**config.mk**
```make
export PLATFORM = sky130hd
export DESIGN_NAME = note_judge
export DESIGN_NICKNAME = d
export VERILOG_FILES = /design/src/rtl/note_judge.sv
export SDC_FILE = /design/constraint.sdc
export NUM_CORES = 1
export LEC_CHECK = 0
export BUFFER_PORTS_ARGS = -buffer_cell sky130_fd_sc_hd__buf_4
export CAP_MARGIN = 10
export CORE_AREA = 2 2 64 66
export DETAILED_ROUTE_END_ITERATION = 10
export DIE_AREA = 0 0 66 68
export PLACE_DENSITY = 0.73
export RECOVER_POWER = 50
export SLEW_MARGIN = 20
export SYNTH_ARGS = -nofsm -noshare
export SYNTH_HDL_FRONTEND = slang
export SYNTH_SLANG_ARGS = --single-unit
```
**constraint.sdc**
```tcl
create_clock -name clk -period 4.7 [get_ports clk]
set_input_delay 0.94 -clock clk [delete_from_list [all_inputs] [get_ports clk]]
set_output_delay 0.94 -clock clk [all_outputs]
set_load 0.05 [all_outputs]
```
**src/rtl/note_judge.sv**
```systemverilog
// Rhythm-game note judge: times key presses against notes and reports hit/miss/recover/done.
// Define GHOST_MISS_EN to count a key press with no note in J_READY as a miss.
module note_judge #(
    parameter int WINDOW    = 8,
    parameter int NOTES     = 64,
    parameter int CHAIN     = 4,
    parameter int MISS_HOLD = 4
) (
    input  logic       clk,
    input  logic       resetn,
    input  logic       map,
    input  logic       chance,
    input  logic       note_in,
    input  logic       key_hit,
    output logic       miss,
    output logic       done,
    output logic       recover,
    output logic       hit,
    output logic [7:0] note_count,
    output logic [2:0] streak
);

    typedef enum logic [2:0] {J_IDLE, J_READY, J_WINDOW, J_MISS, J_DONE} state_t;

    localparam logic [7:0] WIN_LAST   = 8'(WINDOW - 1);
    localparam logic [3:0] HOLD_LAST  = 4'(MISS_HOLD - 1);
    localparam logic [2:0] CHAIN_LAST = 3'(CHAIN - 1);
    localparam logic [7:0] NOTES_MAX  = 8'(NOTES);

    state_t     state;
    logic [7:0] win_cnt;
    logic [3:0] miss_cnt;
    logic       pending;
    logic       owed;
    logic       drop;
    logic       judge_hit;
    logic       judge_miss;
    logic       ghost;
    logic       enter_miss;
    logic       at_end;
    logic [1:0] inc;
    logic [8:0] count_sum;
    logic [7:0] count_next;

`ifdef GHOST_MISS_EN
    assign ghost = (state == J_READY) && !pending && !note_in && key_hit;
`else
    assign ghost = 1'b0;
`endif

    // NOTE: every signal here is assigned on every pass, so no latch can be inferred.
    always_comb begin
        drop       = note_in && pending && (state == J_WINDOW || state == J_MISS);
        judge_hit  = (state == J_READY && !pending && note_in && key_hit) ||
                     (state == J_WINDOW && key_hit);
        judge_miss = (state == J_WINDOW) && !key_hit && (win_cnt == WIN_LAST);
        // A hit with a dropped note owed still has to pass through J_MISS.
        enter_miss = judge_miss || ghost || ((state == J_WINDOW) && key_hit && (owed || drop));
        inc        = {1'b0, judge_hit} + {1'b0, judge_miss} + {1'b0, drop};
        count_sum  = {1'b0, note_count} + {7'b0, inc};
        count_next = (count_sum > {1'b0, NOTES_MAX}) ? NOTES_MAX : count_sum[7:0];
        at_end     = (count_next == NOTES_MAX);
    end

    // NOTE: reset is synchronous and shares the clear path with map=0, which also aborts everything.
    always_ff @(posedge clk) begin
        if (!resetn || !map) begin
            state      <= J_IDLE;
            win_cnt    <= '0;
            miss_cnt   <= '0;
            pending    <= 1'b0;
            owed       <= 1'b0;
            note_count <= '0;
            streak     <= '0;
            miss       <= 1'b0;
            done       <= 1'b0;
            recover    <= 1'b0;
            hit        <= 1'b0;
        end else begin
            hit        <= judge_hit;
            recover    <= 1'b0;
            note_count <= count_next;

            if (state != J_DONE) begin
                if (!chance || drop || enter_miss) begin
                    streak <= '0;
                end else if (judge_hit) begin
                    if (streak == CHAIN_LAST) begin
                        streak  <= '0;
                        recover <= 1'b1;
                    end else begin
                        streak <= streak + 3'd1;
                    end
                end
            end

            case (state)
                J_IDLE: state <= J_READY;
                J_READY: begin
                    pending <= pending && note_in;
                    if (judge_hit) begin
                        if (at_end) begin
                            state <= J_DONE;
                            done  <= 1'b1;
                        end
                    end else if (note_in || pending) begin
                        state   <= J_WINDOW;
                        win_cnt <= '0;
                    end else if (ghost) begin
                        state    <= J_MISS;
                        miss     <= 1'b1;
                        miss_cnt <= '0;
                    end
                end
                J_WINDOW: begin
                    if (note_in && !pending) pending <= 1'b1;
                    if (enter_miss) begin
                        state    <= J_MISS;
                        miss     <= 1'b1;
                        miss_cnt <= '0;
                        owed     <= 1'b0;
                    end else if (judge_hit) begin
                        state <= at_end ? J_DONE : J_READY;
                        done  <= at_end;
                    end else begin
                        win_cnt <= win_cnt + 8'd1;
                        if (drop) owed <= 1'b1;
                    end
                end
                J_MISS: begin
                    if (note_in && !pending) pending <= 1'b1;
                    if (miss_cnt == HOLD_LAST) begin
                        miss <= 1'b0;
                        if (at_end) begin
                            state <= J_DONE;
                            done  <= 1'b1;
                        end else begin
                            state <= J_READY;
                        end
                    end else begin
                        miss_cnt <= miss_cnt + 4'd1;
                    end
                end
                J_DONE: state <= J_DONE;
                default: state <= J_IDLE;
            endcase
        end
    end

endmodule

```
; After elaboration in Yosys (flattened, before gate mapping)
; Index checks and enable logic that the tools add are counted.
[totals]
reg_bits = 32
wordCells = 118
out_inout_bits = 15
[op_classes]
eq_ne = 23
reduce_logical = 40
muxes = 35
magnitude_cmp = 1
addsub = 6
bitwise_logic = 2
[op_table]
columns = op, count
row1 = 8-bit two-way mux, 5
row2 = 3-bit two-way mux, 10
row3 = 8-bit one-hot mux with 2 select lines, 1
row4 = 3-bit one-hot mux with 5 select lines, 1
row5 = "2-bit inequality test, second input constant", 7
row6 = 1-bit two-way mux, 12
row7 = 1-bit logical AND, 10
row8 = 5-bit AND reduction, 2
row9 = 2-bit nonzero test, 5
row10 = 8-bit by 2-bit adder with 9-bit output, 1
row11 = "3-bit by 2-bit equality test with 1-bit output, second input constant", 3
row12 = "9-bit by 7-bit greater-than comparator with 1-bit output, second input constant", 1
row13 = "3-bit inequality test, second input constant", 3
row14 = 3-bit AND reduction, 3
row15 = "8-bit by 1-bit adder with 8-bit output, second input constant", 1
row16 = "8-bit by 3-bit equality test with 1-bit output, second input constant", 1
row17 = "8-bit by 7-bit equality test with 1-bit output, second input constant", 1
row18 = 1-bit logical OR, 8
row19 = 4-bit two-way mux, 2
row20 = "2-bit by 1-bit inequality test with 1-bit output, second input constant", 4
row21 = 4-bit one-hot mux with 2 select lines, 1
row22 = 1-bit logical NOT, 5
row23 = "4-bit by 1-bit adder with 4-bit output, second input constant", 1
row24 = "4-bit by 2-bit equality test with 1-bit output, second input constant", 1
row25 = 15 further kinds, 18

; Depth between registers and ports, before layout
[logic_depth]
word_depth = 15
ltp_mapped = 12
depth_no_buf = 12

; Least setup slack after synthesis
; Ideal clock, no wire load.
[synth_path]
kind = reg2reg
start = register win_cnt[0]
end = register state[0]
required_time_ps = 4558
slack_ps = 1148
path_stages_with_launch = 13
arrival_time_ps = 3409
setup_ps = 142
path_cell_list = dfxtp_1 > ha_1 > nand2_1 > or4_4 > nor3_1 > fa_1 > ha_1 > fa_1 > and4_1 > nand2_1 > a32oi_1 > a2111oi_0 > a311oi_2
[synth_between]
elab_chain_len = 12
[synth_lines]
columns = element, line
row1 = "start, declared", 31  ; logic [7:0] win_cnt;
row2 = "start signal, assigned", 126  ; win_cnt <= win_cnt + 8'd1;
row3 = 8-bit by 3-bit equality test with 1-bit output *, 56  ; judge_miss = (state == J_WINDOW) && !key_hit && (win_cnt == WIN_LAST);
row4 = 1-bit logical AND *, 56
row5 = 1-bit by 1-bit adder with 2-bit output, 59  ; inc = {1'b0, judge_hit} + {1'b0, judge_miss} + {1'b0, drop};
row6 = 2-bit by 1-bit adder with 2-bit output, 59
row7 = 8-bit by 2-bit adder with 9-bit output, 60  ; count_sum = {1'b0, note_count} + {7'b0, inc};
row8 = 9-bit by 7-bit greater-than comparator with 1-bit output, 61  ; count_next = (count_sum > {1'b0, NOTES_MAX}) ? NOTES_MAX : count_sum[7:0];
row9 = 8-bit two-way mux, 61
row10 = 8-bit by 7-bit equality test with 1-bit output, 62  ; at_end = (count_next == NOTES_MAX);
row11 = 3-bit two-way mux, "123, 134"
row12 = 3-bit two-way mux, 122  ; end else if (judge_hit) begin
row13 = 3-bit two-way mux, 117  ; if (enter_miss) begin
row14 = 3-bit one-hot mux with 5 select lines, 97  ; case (state)
row15 = "end signal, assigned", 123  ; state <= at_end ? J_DONE : J_READY;
row16 = "end, declared", 30  ; state_t state;
; Every way passes the cells marked *; elsewhere a longest branch is shown, timed or not. The select of a mux whose other input is x is not followed.
; A chain may end at the register's enable or synchronous reset.

; Final worst setup path
[layout_path]
start = register state[1]
end = register state[0]
[layout_between]
elab_chain_len = 15
[layout_lines]
columns = element, line
row1 = 3-bit by 1-bit equality test with 1-bit output, "54, 97"
row2 = 1-bit logical AND (3 in series), 54  ; judge_hit = (state == J_READY && !pending && note_in && key_hit) ||
row3 = 1-bit logical OR, 54
row4 = 1-bit by 1-bit adder with 2-bit output, 59
row5 = 2-bit by 1-bit adder with 2-bit output, 59
row6 = 8-bit by 2-bit adder with 9-bit output, 60
row7 = 9-bit by 7-bit greater-than comparator with 1-bit output, 61
row8 = 8-bit two-way mux, 61
row9 = 8-bit by 7-bit equality test with 1-bit output, 62
row10 = 3-bit two-way mux, "123, 134"
row11 = 3-bit two-way mux, 122
row12 = 3-bit two-way mux, 117
row13 = 3-bit one-hot mux with 5 select lines, 97
; Parallel ways exist; a longest one is shown, timed or not. The select of a mux whose other input is x is not followed.

==> out/metrics.csv <==
stage;metric;value;unit
worst_setup_path;worstPathMaxFanout;16;
floorplanning;start_util;47.3;%
timing;timing.final.crit_share;80.4;%
worst_setup_path;rrSetupSlack;0.92;ns
detailed_routing;drc_errors;0;
floorplanning;dieArea;0.00449;mm²
power_and_ir_drop;sw_frac_of_total;31.7;%
cells_and_area;regArea;641;µm²
floorplanning;num_rows;23;
grt;grt_pass1_wl;7080;µm
timing;setup_viol;0;
cts;clk_pin_slew_worst_paths;0.07;ns
cts;cts_buffer_depth;2;
floorplanning;core-area;0.00386;mm²
detailed_routing;first_pass_iters;4;
placed_design;hpwl;2900;µm
cells_and_area;insertedDiodeCount;0;
timing;rsz0062_at_grt;false;
grt;grt_use_total;20.2;%
logic_synthesis;yosysMostFrequentCell;dfxtp_1;
timing;holdWs;0.459;ns
power_and_ir_drop;power.density;310;mW/mm²
cells_and_area;multiInputGateArea;0.00110;mm²
logic_synthesis;yosysWarnings;0;
cts;clk_latency;0.29;ns
power_and_ir_drop;p_int;425;µW
power_and_ir_drop;combPwrFrac;19.4;%
logic_synthesis;synth.distinct_cells;63;
power_and_ir_drop;switching_power;197;µW
logic_synthesis;synthTopCellsByArea;dfxtp_1, a21oi_1, nand2_1, nor2_1, ha_1;
worst_setup_path;end_kind;flop;
cts;post_cts_buffers;0;
worst_setup_path;timing_worst_setup_path_type;reg -> reg;
detailed_routing;vias;1646;
worst_setup_path;critPathLaunchType;flop;
grt;grt_pass1_vias;1592;
detailed_routing;viasPerCell;5.78;
power_and_ir_drop;p_leak;0.000702;µW
detailed_routing;drt_iter0_drc;103;
cells_and_area;fin_cells;285;
logic_synthesis;yosysTopAreaCellShare;35.1;%
cts;postCtsHoldBufs;0;
logic_synthesis;synth_area_per_cell;8.49;µm²
run_status;run_status;complete, no violations;
cells_and_area;num-fill-cells;390;
cts;numCtsBuffers;5;
logic_synthesis;async_flop_share;0;%
worst_setup_path;arrival;3.92;ns
power_and_ir_drop;vdd.ir_drop.worst;209;µV
logic_synthesis;ys_seq_elements;32;
flow_run;maxCapViolCount;0;
floorplanning;die_w;66;µm
cells_and_area;drive_gt1_share;11.1;%
cts;clock_sinks;32;
cts;htree_levels;2;
timing;relSlewSlack;14.8;%
power_and_ir_drop;clkPwrFrac;31.7;%
worst_hold_path;hold_path.class;reg -> reg;
detailed_routing;wl;4010;µm
cells_and_area;areaGrowthSynthToFinish;9.87;%
worst_setup_path;cp.required;4.85;ns
placed_design;dp_cells;278;
logic_synthesis;seq_area_frac_synth;35.1;%
timing;fmax;0.265;GHz
timing;finalHoldViolCount;0;
placed_design;portBuffers;20;
floorplanning;fp.dieH;68;µm
timing;finClkSkew;0.0107;ns
timing;fin_crit;3.78;ns
timing;worst_pin_slew;1.26;ns
cells_and_area;finalNetCount;248;
cts;cts_resized;0;
logic_synthesis;yosys-top-cells-count;dfxtp_1, a21oi_1, nand2_1, nor2_1, o21ai_0;
logic_synthesis;syn_nets;228;
logic_synthesis;yosysTopAreaCell;dfxtp_1;
detailed_routing;antenna_left;0;
timing;finalSetupTns;0;ns
timing;maxSlewViolCount;0;
grt;antenna_found_initial;0;
cts;cts_root_buffer;clkbuf_8;
floorplanning;pin_count;21;
logic_synthesis;syn_area;0.00183;mm²
grt;grt_overflow;0;
power_and_ir_drop;seq_power_share;49.0;%
cts;cts_tree;built;
logic_synthesis;synth_ff_type;dfxtp_1;
logic_synthesis;synth_edf_count;0;
placed_design;gp_congestion;0.892;
grt;grt_max_degree;17;
logic_synthesis;synth_cells;215;
detailed_routing;post_drt_wl_per_cell;14.1;µm
-- registers in the layout, indices dropped and copies added (netlist names) --
signal	cells
hit	1
note_count	8
owed	1
streak	3
state	3
win_cnt	8
miss	1
pending	1
done	1
miss_cnt	4
recover	1
-- layout make-up --
class / count / area share, %
inverters: 8 / 1.50
clock buffers: 6 / 3.62
flip-flops and latches: 32 / 31.9
well taps: 50 / 3.12
repair buffers: 20 / 4.68
multi-input cells: 168 / 54.9
clock inverters: 1 / 0.250
-- per-stage QoR --
stage / setup slack (ns) / util [%] / total power [µW] / area, µm²
after CTS: 0.926 / 53.9 / 627 / 2080
final: 0.922 / 52.0 / 622 / 2010
after global routing: 0.635 / 52.0 / 656 / 2010
after floorplan: 1.15 / - / 404 / 1830
after global placement: 1.02 / 51.8 / 430 / 2000
after detailed placement: 0.944 / 51.8 / 430 / 2000
-- power by group through the flow --
stage,registers (µW),logic (µW),clock network (µW)
final,304,120,197
after global routing,307,136,214
after CTS,303,121,203
after detailed placement,310,120,0
after global placement,309,121,0
after floorplan,302,102,0
-- path summary, 6_finish.rpt --
check,start,to,cells past startpoint
hold / removal,streak[2],streak[2],2
hold reg to reg,streak[2],streak[2],2
setup / recovery,state[1],state[0],10
setup reg to reg,state[1],state[0],10
-- layer usage --
layer	GRT usage (%)	vias up	wire length, µm
met5	0	-	0
met4	6.89	0	47
met3	5.26	6	209
met2	32.2	47	1870
met1	26.6	758	1890
li1	-	835	-
-- cells in the final DEF, fill, tap and decap left out, drive strengths merged, types with 5 or more instances in the layout --
cell type / n
a21oi: 21
o21ai: 13
nand2: 23
or4: 5
clkbuf: 21
dfxtp: 32
inv: 8
nand2b: 5
nor2: 19
o31ai: 5
ha: 5
buf: 5
nand3: 7
-- logic make-up after synthesis --
kind of cell               count (synthesis)  synth area share [%]
other                                      1                 0.205
adders and majority gates                  7                  5.62
buffers and inverters                     15                  3.77
DFF                                       32                  35.1
AOI/OAI and AO/OA                         64                  24.9
and+or+nand+nor                           88                  26.4
muxes                                      2                  1.10
xor gates and xnor gates                   6                  2.88
-- worst max-delay path, cell delays in order (launching register included) --
cell and delay (ns):
dfxtp_1 0.65, or3b_2 0.53, nor3_1 0.23, fa_1 0.45
ha_1 0.24, fa_1 0.44, and4_1 0.27, nand2_1 0.13
a32oi_1 0.11, a2111oi_0 0.50, a311oi_2 0.09
No activity file was read; power rests on OpenSTA's default activity.
